$ cat src/rtl/vga_fb_pkg.sv
// vga_fb_pkg: framebuffer geometry, colour/address types and clear FSM states
// shared by the VGA framebuffer arbiter and its address helper.
package vga_fb_pkg;

    localparam int FB_W     = 160;
    localparam int FB_H     = 120;
    localparam int FB_DEPTH = FB_W * FB_H;
    localparam int FB_AW    = 15;

    typedef logic [7:0]       fb_color_t;
    typedef logic [FB_AW-1:0] fb_addr_t;

    typedef enum logic {
        IDLE  = 1'b0,
        CLEAR = 1'b1
    } clr_state_t;

endpackage

$ cat src/rtl/fb_addr_calc.sv
// fb_addr_calc: linear framebuffer address row*160 + col built from
// two shifts and an add, so no multiplier is needed.
module fb_addr_calc
    import vga_fb_pkg::*;
(
    input  logic [6:0] row_i,
    input  logic [7:0] col_i,
    output fb_addr_t   addr_o
);

    assign addr_o = {1'b0, row_i, 7'b0}
                  + {3'b0, row_i, 5'b0}
                  + {7'b0, col_i};

endmodule

$ cat src/rtl/vga_fb_arbiter.sv
// vga_fb_arbiter: fixed-priority RAM scheduler (scan-out > clear > writer)
// with 2-cycle pixel output. Clear engine is built only with FB_CLEAR_EN.
module vga_fb_arbiter
    import vga_fb_pkg::*;
#(
    parameter logic [9:0]  HACTIVE = 10'd640,
    parameter logic [9:0]  VACTIVE = 10'd480,
    parameter int unsigned FB_W    = 160,
    parameter int unsigned FB_H    = 120
) (
    input  logic       vgaclk,
    input  logic       reset,
    input  logic [9:0] counter_H,
    input  logic [9:0] counter_V,
    input  logic       wr_valid,
    output logic       wr_ready,
    input  logic [7:0] wr_x,
    input  logic [6:0] wr_y,
    input  fb_color_t  wr_color,
    input  logic       clr_req,
    input  fb_color_t  clr_color,
    output logic       clr_busy,
    output fb_addr_t   ram_addr,
    output logic       ram_we,
    output fb_color_t  ram_wdata,
    input  fb_color_t  ram_rdata,
    output fb_color_t  pixel_color
);

    logic      active, disp_slot, free_slot, wr_in_range;
    fb_addr_t  disp_addr, wr_addr, last_disp_q;
    logic      disp_d1_q, act_d1_q;
    fb_color_t pixel_q, pixel_d;
    logic      clr_run;
    fb_addr_t  clr_addr;
    fb_color_t clr_data;

    assign active    = (counter_H < HACTIVE) && (counter_V < VACTIVE);
    assign disp_slot = active && (counter_H[1:0] == 2'b00);
    assign free_slot = !disp_slot;

    fb_addr_calc u_disp_addr (
        .row_i  (counter_V[8:2]),
        .col_i  (counter_H[9:2]),
        .addr_o (disp_addr)
    );

    fb_addr_calc u_wr_addr (
        .row_i  (wr_y),
        .col_i  (wr_x),
        .addr_o (wr_addr)
    );

    assign wr_in_range = (wr_x < 8'(FB_W)) && (wr_y < 7'(FB_H));
    assign wr_ready    = free_slot && !clr_run;

`ifdef FB_CLEAR_EN
    localparam fb_addr_t CLR_LAST = fb_addr_t'(FB_DEPTH - 1);

    clr_state_t state_q, state_d;
    fb_addr_t   clr_addr_q, clr_addr_d;
    fb_color_t  clr_color_q, clr_color_d;

    always_comb begin
        state_d     = state_q;
        clr_addr_d  = clr_addr_q;
        clr_color_d = clr_color_q;
        unique case (state_q)
            IDLE: begin
                if (clr_req) begin
                    state_d     = CLEAR;
                    clr_addr_d  = '0;
                    clr_color_d = clr_color;
                end
            end
            CLEAR: begin
                if (free_slot) begin
                    clr_addr_d = clr_addr_q + 1'b1;
                    if (clr_addr_q == CLR_LAST) state_d = IDLE;
                end
            end
            default: state_d = IDLE;
        endcase
    end

    always_ff @(posedge vgaclk) begin
        if (reset) begin
            state_q     <= IDLE;
            clr_addr_q  <= '0;
            clr_color_q <= '0;
        end else begin
            state_q     <= state_d;
            clr_addr_q  <= clr_addr_d;
            clr_color_q <= clr_color_d;
        end
    end

    assign clr_run  = (state_q == CLEAR);
    assign clr_addr = clr_addr_q;
    assign clr_data = clr_color_q;
    assign clr_busy = clr_run;
`else
    logic unused_clr;

    assign unused_clr = clr_req ^ (^clr_color);
    assign clr_run    = 1'b0;
    assign clr_addr   = '0;
    assign clr_data   = '0;
    assign clr_busy   = 1'b0;
`endif

    // Writes are suppressed while reset is held so a reset mid-clear stops at once.
    always_comb begin
        ram_addr  = last_disp_q;
        ram_we    = 1'b0;
        ram_wdata = '0;
        if (disp_slot) begin
            ram_addr = disp_addr;
        end else if (clr_run) begin
            ram_addr  = clr_addr;
            ram_we    = !reset;
            ram_wdata = clr_data;
        end else if (wr_valid) begin
            ram_addr  = wr_addr;
            ram_we    = wr_in_range && !reset;
            ram_wdata = wr_color;
        end
    end

    always_comb begin
        pixel_d = pixel_q;
        if (!act_d1_q) pixel_d = '0;
        else if (disp_d1_q) pixel_d = ram_rdata;
    end

    always_ff @(posedge vgaclk) begin
        if (reset) begin
            last_disp_q <= '0;
            disp_d1_q   <= 1'b0;
            act_d1_q    <= 1'b0;
            pixel_q     <= '0;
        end else begin
            if (disp_slot) last_disp_q <= disp_addr;
            disp_d1_q <= disp_slot;
            act_d1_q  <= active;
            pixel_q   <= pixel_d;
        end
    end

    assign pixel_color = pixel_q;

endmodule

$ cat config.mk
export PLATFORM = sky130hd
export DESIGN_NAME = vga_fb_arbiter
export DESIGN_NICKNAME = d
export VERILOG_FILES = /design/src/rtl/vga_fb_pkg.sv /design/src/rtl/fb_addr_calc.sv /design/src/rtl/vga_fb_arbiter.sv
export SDC_FILE = /design/constraint.sdc
export NUM_CORES = 1
export LEC_CHECK = 0
export ABC_AREA = 1
export BUFFER_PORTS_ARGS = -buffer_cell sky130_fd_sc_hd__buf_2
export CORE_UTILIZATION = 40
export DETAILED_ROUTE_END_ITERATION = 12
export GPL_ROUTABILITY_DRIVEN = 1
export HOLD_SLACK_MARGIN = 0.06
export PLACE_DENSITY = 0.7
export RECOVER_POWER = 50
export SLEW_MARGIN = 10
export SYNTH_ARGS = -nofsm -noshare
export SYNTH_HDL_FRONTEND = slang
export SYNTH_SLANG_ARGS = --single-unit
$ cat constraint.sdc
create_clock -name vgaclk -period 1.5 [get_ports vgaclk]
set_input_delay 0.075 -clock vgaclk [delete_from_list [all_inputs] [get_ports vgaclk]]
set_output_delay 0.075 -clock vgaclk [all_outputs]
set_load 0.01 [all_outputs]
==> results by group, run 1 <==
Worst setup path
  – CP top delay family: adder cells
  – Most frequent cell on the critical path: nand2_2
  – CP required: 1.42 ns
  – Arr. time, crit path: 1.75 ns
  – CP Max Fanout: 3
  – CP Buf/Inv Count: 4
  – Critical path class: input port to output pin
  – Cell at the slowest stage of the critical path: fa_2
  – Worst setup EP type: output pin
  – Worst stage delay on the critical path: 0.59 ns
  – Critical-path cell list: buf_8, inv_8, fa_2, inv_2, ha_4, a21oi_2, nand2_2, xor2_1, nand2_2, o21ai_2, buf_2
  – Startpoint types: input port

Die
  – Die area: 0.00582 sq mm
  – Core ar.: 0.00520 sq mm
  – Die Height: 76.3 um
  – FP Rows: 26
  – Chip width: 76.3 um
  – # IOs: 97
  – Initial Utilization: 0.424

Cells and area
  – Most common cell after layout, fill and taps aside: nand2_1
  – Nets: 546
  – FILL cells: 504
  – Most frequent cells in the layout: nand2_1, buf_2, inv_1
  – Layout area overhead: 49.7%
  – Fin area: 0.00331 sq mm
  – Utilization after layout: 0.635
  – N_diodes: 0
  – Layout cell share with drive strength beyond 1: 0.400

Clock tree
  – CTS HTree Levels: 1
  – Reg clk slew, reported paths: 0.10 ns
  – Clock Sinks: 25
  – TritonCTS Buffers: 3
  – CTS Root Cell: clkbuf_8
  – Clock insertion delay at the later pin of the skew report: 0.27 ns
  – Clock Tree Buf Depth: 2
  – CTS tree: yes

Power
  – Leakage: 1.71 nW
  – Maximum vdd drop: 357 uV
  – Pwr dens: 633 mW/mm^2

Global route
  – Initial antenna violation count: 0
  – Gr usage total: 0.200
  – Grt total ovfl: 0
  – Largest net degree at the start of global routing: 18
  – First-pass GRT wire length: 9580 um
  – Vias in the first global route: 2283

Yosys
  – Synthesis-stage register bit count: 25
  – Sequential area share after synthesis: 0.227
  – Post-synthesis cell type count: 26
  – Synth Net Count: 423
  – Area contributors post-synth: dfxtp_1, nand2_1, ha_1, inv_1, a21oi_1
  – Synth warn: 0
  – Post-synthesis area per instance: 6.69 sq um
  – Synth area leader: dfxtp_1
  – Cells after Synth: 330
  – Top cell type's share of synthesized area: 0.227
  – Netlist Area Pre-Place: 0.00221 sq mm

STA
  – Setup_tns: -2.89 ns
  – RSZ-0062 raised after global routing: yes
  – Final Max Slew Viols: 0
  – Final WS setup: -0.322 ns
  – Crit share post-route: 1.21
  – Final setup violation count: 24
  – Clock Skews: 0.000816 ns
  – Final Hold Viols: 0
  – F_max: 0.549 GHz
  – Min Tclk post-route: 1.82 ns
  – Worst hold slack: 0.116 ns

Drt
  – Post-DR wirelength/cell: 11.0 um
  – ANT nets after route: 0
  – DRC Markers: 0
  – Final wirelength: 5740 um
  – First DRT Iteration DRCs: 75
  – Pre-antenna DRT Iters: 4
  – Routed vias: 2428
  – Post-DR vias/cell: 4.65

Status
  – Failing checks: setup timing
  – Status: finished with violations

Job
  – Maxcap violations: 0

Place
  – Hpwl dp: 4420 um
  – RePlAce Congestion: 0.783
  – Worst slack, placed: -0.380 ns
  – DP Area: 0.00294 sq mm
  – Port Buffer Count: 84

Worst hold path
  – Hold WC Path Type: input port to flip-flop
==> worst paths after layout <==
check | slack (ns) | cells after the start | endpoint | startpoint
setup / recovery | -0.32 | 11 | ram_addr[9] | counter_V[4]
hold / removal | 0.12 | 4 | act_d1_q | counter_V[9]
setup reg to reg | 0.53 | 3 | pixel_color[2] | disp_d1_q
hold reg to reg | 0.47 | 2 | pixel_color[7] | pixel_color[7]
==> logic make-up (layout without fill, tap and decap cells) <==
group | after synthesis | in the layout | share of synthesized area
AO/OA/AOI/OAI | 46 | 46 | 0.124
XOR/XNOR | 4 | 4 | 0.0159
adder cells (fa/ha/maj) | 30 | 30 | 0.184
buffers and inverters | 55 | 177 | 0.110
flip-flops | 25 | 25 | 0.227
other | 1 | 1 | 0.00170
AND/OR/NAND/NOR | 169 | 169 | 0.339
==> cells in the mapped netlist <==
cell type  count
nand2_1      107
inv_1         45
ha_1          26
dfxtp_1       25
a21oi_1       22
nand3_1       22
nand2_2       17
a21oi_2       10
nor2_1        10
nand4_1        9
o21ai_1        8
fa_1           4
o21ai_0        4
buf_2          3
buf_6          3
xnor2_1        3
buf_4          2
nor2_2         2
a21o_1         1
clkbuf_1       1
conb_1         1
inv_4          1
nand3_4        1
o211ai_1       1
or2_1          1
xor2_1         1
==> flip-flops by register name, summed over array words and instances (netlist names) <==
name and count:
act_d1_q 1, disp_d1_q 1, last_disp_q 15, pixel_color 8
==> cell type report <==
cell class | instances | area (sq um) | share of cell area
clock inverter | 1 | 7.51 | 0.00227
clock buffer | 3 | 41.3 | 0.0125
timing repair buffer | 127 | 833 | 0.252
multi-input combinational | 250 | 1640 | 0.497
tap | 70 | 87.6 | 0.0265
sequential | 25 | 500 | 0.151
inverter | 46 | 194 | 0.0586
==> worst reg2reg max path, delay by kind of cell (launching register included) <==
family | cells | cell delay [ns]
compound gates | 1 | 0.06
buf+inv | 1 | 0.21
flops | 1 | 0.50
simple gates | 1 | 0.10
==> power by group <==
group          switching (mW)  internal [mW]
Sequential            0.00691          0.678
Combinational           0.511          0.484
Clock                   0.226          0.188
Total                   0.744           1.35
==> routing by layer <==
layer  wire (um)  track usage
met1        2670        0.247
met2        2810        0.366
met3         214       0.0204
met4          51       0.0519
met5           0            0
==> what timing repair did <==
action / in CTS / in global routing
buffers inserted: 2 / 1
resized for setup: 25 / 23
setup endpoints to repair: 10 / 26
hold endpoints to repair: 12 / 1
pin swaps: 20 / 13
hold buffers: 12 / 1
==> per-stage QoR <==
| stage | cells | power [mW] |
|---|---|---|
| after floorplan | 330 | 1.22 |
| after CTS | 520 | 2.04 |
| final | 522 | 2.09 |
| after global placement | 503 | 1.54 |
| after detailed placement | 503 | 1.55 |
| after global routing | 522 | 2.25 |
(Power assumes the default switching activity.)
==> run 2: changes to the inputs <==
--- a/config.mk
+++ b/config.mk
@@ -5,13 +5,13 @@
 export SDC_FILE = /design/constraint.sdc
 export NUM_CORES = 1
 export LEC_CHECK = 0
-export ABC_AREA = 1
+export ABC_AREA = 0
 export BUFFER_PORTS_ARGS = -buffer_cell sky130_fd_sc_hd__buf_2
 export CORE_UTILIZATION = 40
 export DETAILED_ROUTE_END_ITERATION = 12
 export GPL_ROUTABILITY_DRIVEN = 1
 export HOLD_SLACK_MARGIN = 0.06
-export PLACE_DENSITY = 0.7
+export PLACE_DENSITY = 0.71
 export RECOVER_POWER = 50
 export SLEW_MARGIN = 10
 export SYNTH_ARGS = -nofsm -noshare
==> run 2 against run 1 <==
Net effect:
- highest routed layer unchanged
- largest power group unchanged
- synthesized cell count decreased by 25%
- largest cell class unchanged
- critical path type unchanged
- design area increased by 15%
- global-route usage increased by 3.2 points
- the flow still finishes with violations (setup timing)
- area after synthesis decreased by 6.9%
- count of clock-buffer cells in the layout unchanged
- non-clock buffer count increased by 45
==> results by group, run 2 <==
Drt
  – ANT nets after route: 0
  – DRC Markers: 0
  – Top sig layer: met4
  – Pre-antenna DRT Iters: 4
  – M1 WL: 2920 um
  – Met2 WL: 3620 um
  – First DRT Iteration DRCs: 78
  – Met3 Routed Length: 276 um
  – Routed vias: 2443
  – Final wirelength: 6920 um
  – Post-DR vias/cell: 5.11
  – Post-DR wirelength/cell: 14.5 um

Global route
  – Grt total ovfl: 0
  – Largest net degree at the start of global routing: 25
  – First-pass GRT wire length: 9830 um
  – Initial antenna violation count: 0
  – Gr usage total: 0.232
  – Vias in the first global route: 2338

Worst setup path
  – Worst stage delay on the critical path: 0.59 ns
  – FF-to-FF Start: disp_d1_q
  – CP Buf/Inv Count: 3
  – Critical Path Sink: ram_addr[12]
  – Most frequent cell on the critical path: fa_2
  – Reg-to-reg critical path endpoint: pixel_color[5]
  – Worst Reg-to-Reg Cells: 2
  – Critical-path cell list: buf_8, inv_8, fa_2, fa_2, nand2b_4, a21oi_4, o311a_1, or4_4, o21ai_4, buf_6
  – CP required: 1.42 ns
  – Startpoint types: input port
  – Worst setup EP type: output pin
  – Critical path class: input port to output pin
  – CP top delay family: adder cells
  – Arr. time, crit path: 2.28 ns
  – Critical Path Stages: 10
  – R2R Setup Slk: 0.47 ns
  – Worst Setup SP: counter_V[4]
  – CP Max Fanout: 3
  – Cell at the slowest stage of the critical path: fa_2

Yosys
  – Synth async-reset ratio: 0
  – Post-synthesis cell type count: 41
  – Most instantiated library cell after synthesis: ha_1
  – Commonest cells in the netlist: ha_1, dfxtp_1, a21oi_1, nand2_1, mux2i_1
  – Synthesis-stage register bit count: 25
  – Cells after Synth: 249
  – Synth warn: 0
  – Top cell type's share of synthesized area: 0.243
  – Synth Net Count: 342
  – Area contributors post-synth: dfxtp_1, ha_1, mux2i_1, a21oi_1, nand2_1
  – Post-synthesis area per instance: 8.26 sq um
  – Netlist Area Pre-Place: 0.00206 sq mm
  – Sequential area share after synthesis: 0.243
  – Synth area leader: dfxtp_1
  – Post-synth EDFFs: 0
  – Top_reg_cell synth: dfxtp_1

Clock tree
  – CTS HTree Levels: 1
  – Clock Tree Buf Depth: 2
  – TritonCTS Buffers: 3
  – Reg clk slew, reported paths: 0.09 ns
  – CTS tree: yes
  – Clock insertion delay at the later pin of the skew report: 0.26 ns
  – Clock Sinks: 25
  – CTS Root Cell: clkbuf_8

STA
  – F_max: 0.424 GHz
  – Final Hold Viols: 0
  – Clock Skews: 0.000959 ns
  – RSZ-0062 raised after global routing: yes
  – Final Max Slew Viols: 0
  – Final WS setup: -0.856 ns
  – Final setup violation count: 20
  – Setup_tns: -7.86 ns
  – Crit share post-route: 1.57
  – Worst hold slack: 0.0775 ns
  – Min Tclk post-route: 2.36 ns

Cells and area
  – Largest register FFs: 15
  – Most common cell after layout, fill and taps aside: buf_2
  – FILL cells: 340
  – Fin area: 0.00380 sq mm
  – Utilization after layout: 0.785
  – Post-Layout Cell Count: 478
  – Layout area overhead: 85.0%
  – Largest reg by FF count: last_disp_q
  – Most frequent cells in the layout: buf_2, buf_4, buf_6
  – N_diodes: 0
  – Layout cell share with drive strength beyond 1: 0.550
  – Nets: 505

Die
  – Die Height: 73.7 um
  – Chip width: 73.7 um
  – Core ar.: 0.00485 sq mm
  – FP Rows: 25
  – Initial Utilization: 0.424
  – Die area: 0.00543 sq mm
  – # IOs: 97

Job
  – Maxcap violations: 0

Status
  – Status: finished with violations
  – Failing checks: setup timing

Power
  – Maximum vdd drop: 411 uV
  – Pwr dens: 610 mW/mm^2
  – Leakage: 1.82 nW
  – Tot Pwr: 2.32 mW

Place
  – RePlAce Congestion: 0.787
  – Port Buffer Count: 84
  – Post-placement cell count: 432
  – DP Area: 0.00296 sq mm
  – Hpwl dp: 4320 um
  – Worst slack, placed: -0.940 ns

Worst hold path
  – Hold WC Path Type: input port to flip-flop
run 2: timing repair:
action / in CTS / in global routing
hold endpoints to repair: 10 / 1
pin swaps: 24 / 15
gates cloned: 2 / 2
resized for setup: 64 / 51
hold buffers: 10 / 1
endpoints found under the setup margin: 29 / 32
setup buffers: 24 / 13
run 2: final cells by class:
class                      instances  area (sq um)  area share
multi-input combinational        196          1740       0.457
timing repair buffer             172          1360       0.359
sequential                        25           500       0.132
tap                               67          83.8      0.0220
inverter                          14          70.1      0.0184
clock buffer                       3          41.3      0.0109
clock inverter                     1          7.51     0.00197
run 2: worst min-delay path by stage:
stage	start	end	slack (ns)	cells past startpoint
floorplan	ram_rdata[0]	pixel_color[0]	0.22	2
detailed placement	ram_rdata[0]	pixel_color[0]	0.33	3
finish	counter_H[3]	last_disp_q[1]	0.08	3
global route	counter_H[3]	last_disp_q[1]	0.07	3
global placement	ram_rdata[1]	pixel_color[1]	0.32	3
CTS	counter_H[3]	last_disp_q[1]	0.06	3
run 2: kinds of logic (layout without fill, tap and decap cells):
logic type / Yosys count / after routing / share of synthesized area
other: 1 / 1 / 0.00182
xor gates and xnor gates: 7 / 7 / 0.0298
DFF: 25 / 25 / 0.243
and+or+nand+nor: 77 / 77 / 0.195
adders and majority gates: 30 / 30 / 0.197
muxes: 18 / 18 / 0.0876
buffers and inverters: 28 / 190 / 0.0536
AOI/OAI and AO/OA: 63 / 63 / 0.191
run 2: where the power goes:
| group | leakage [nW] | internal (mW) | switching [mW] | total [mW] |
|---|---|---|---|---|
| sequential | 0.202 | 0.678 | 0.00937 | 0.687 |
| combinational | 1.59 | 0.665 | 0.561 | 1.23 |
| clock | 0.0217 | 0.188 | 0.221 | 0.409 |
run 2: worst min-delay path, stage by stage:
cell and delay (ns):
buf_2 0.11, nand2_2 0.07, a21oi_1 0.06
run 2: layer usage:
layer / up-vias / global-route usage
met5: - / 0
met4: 0 / 0.0705
met3: 12 / 0.0412
met2: 77 / 0.450
met1: 1140 / 0.252
li1: 1214 / -
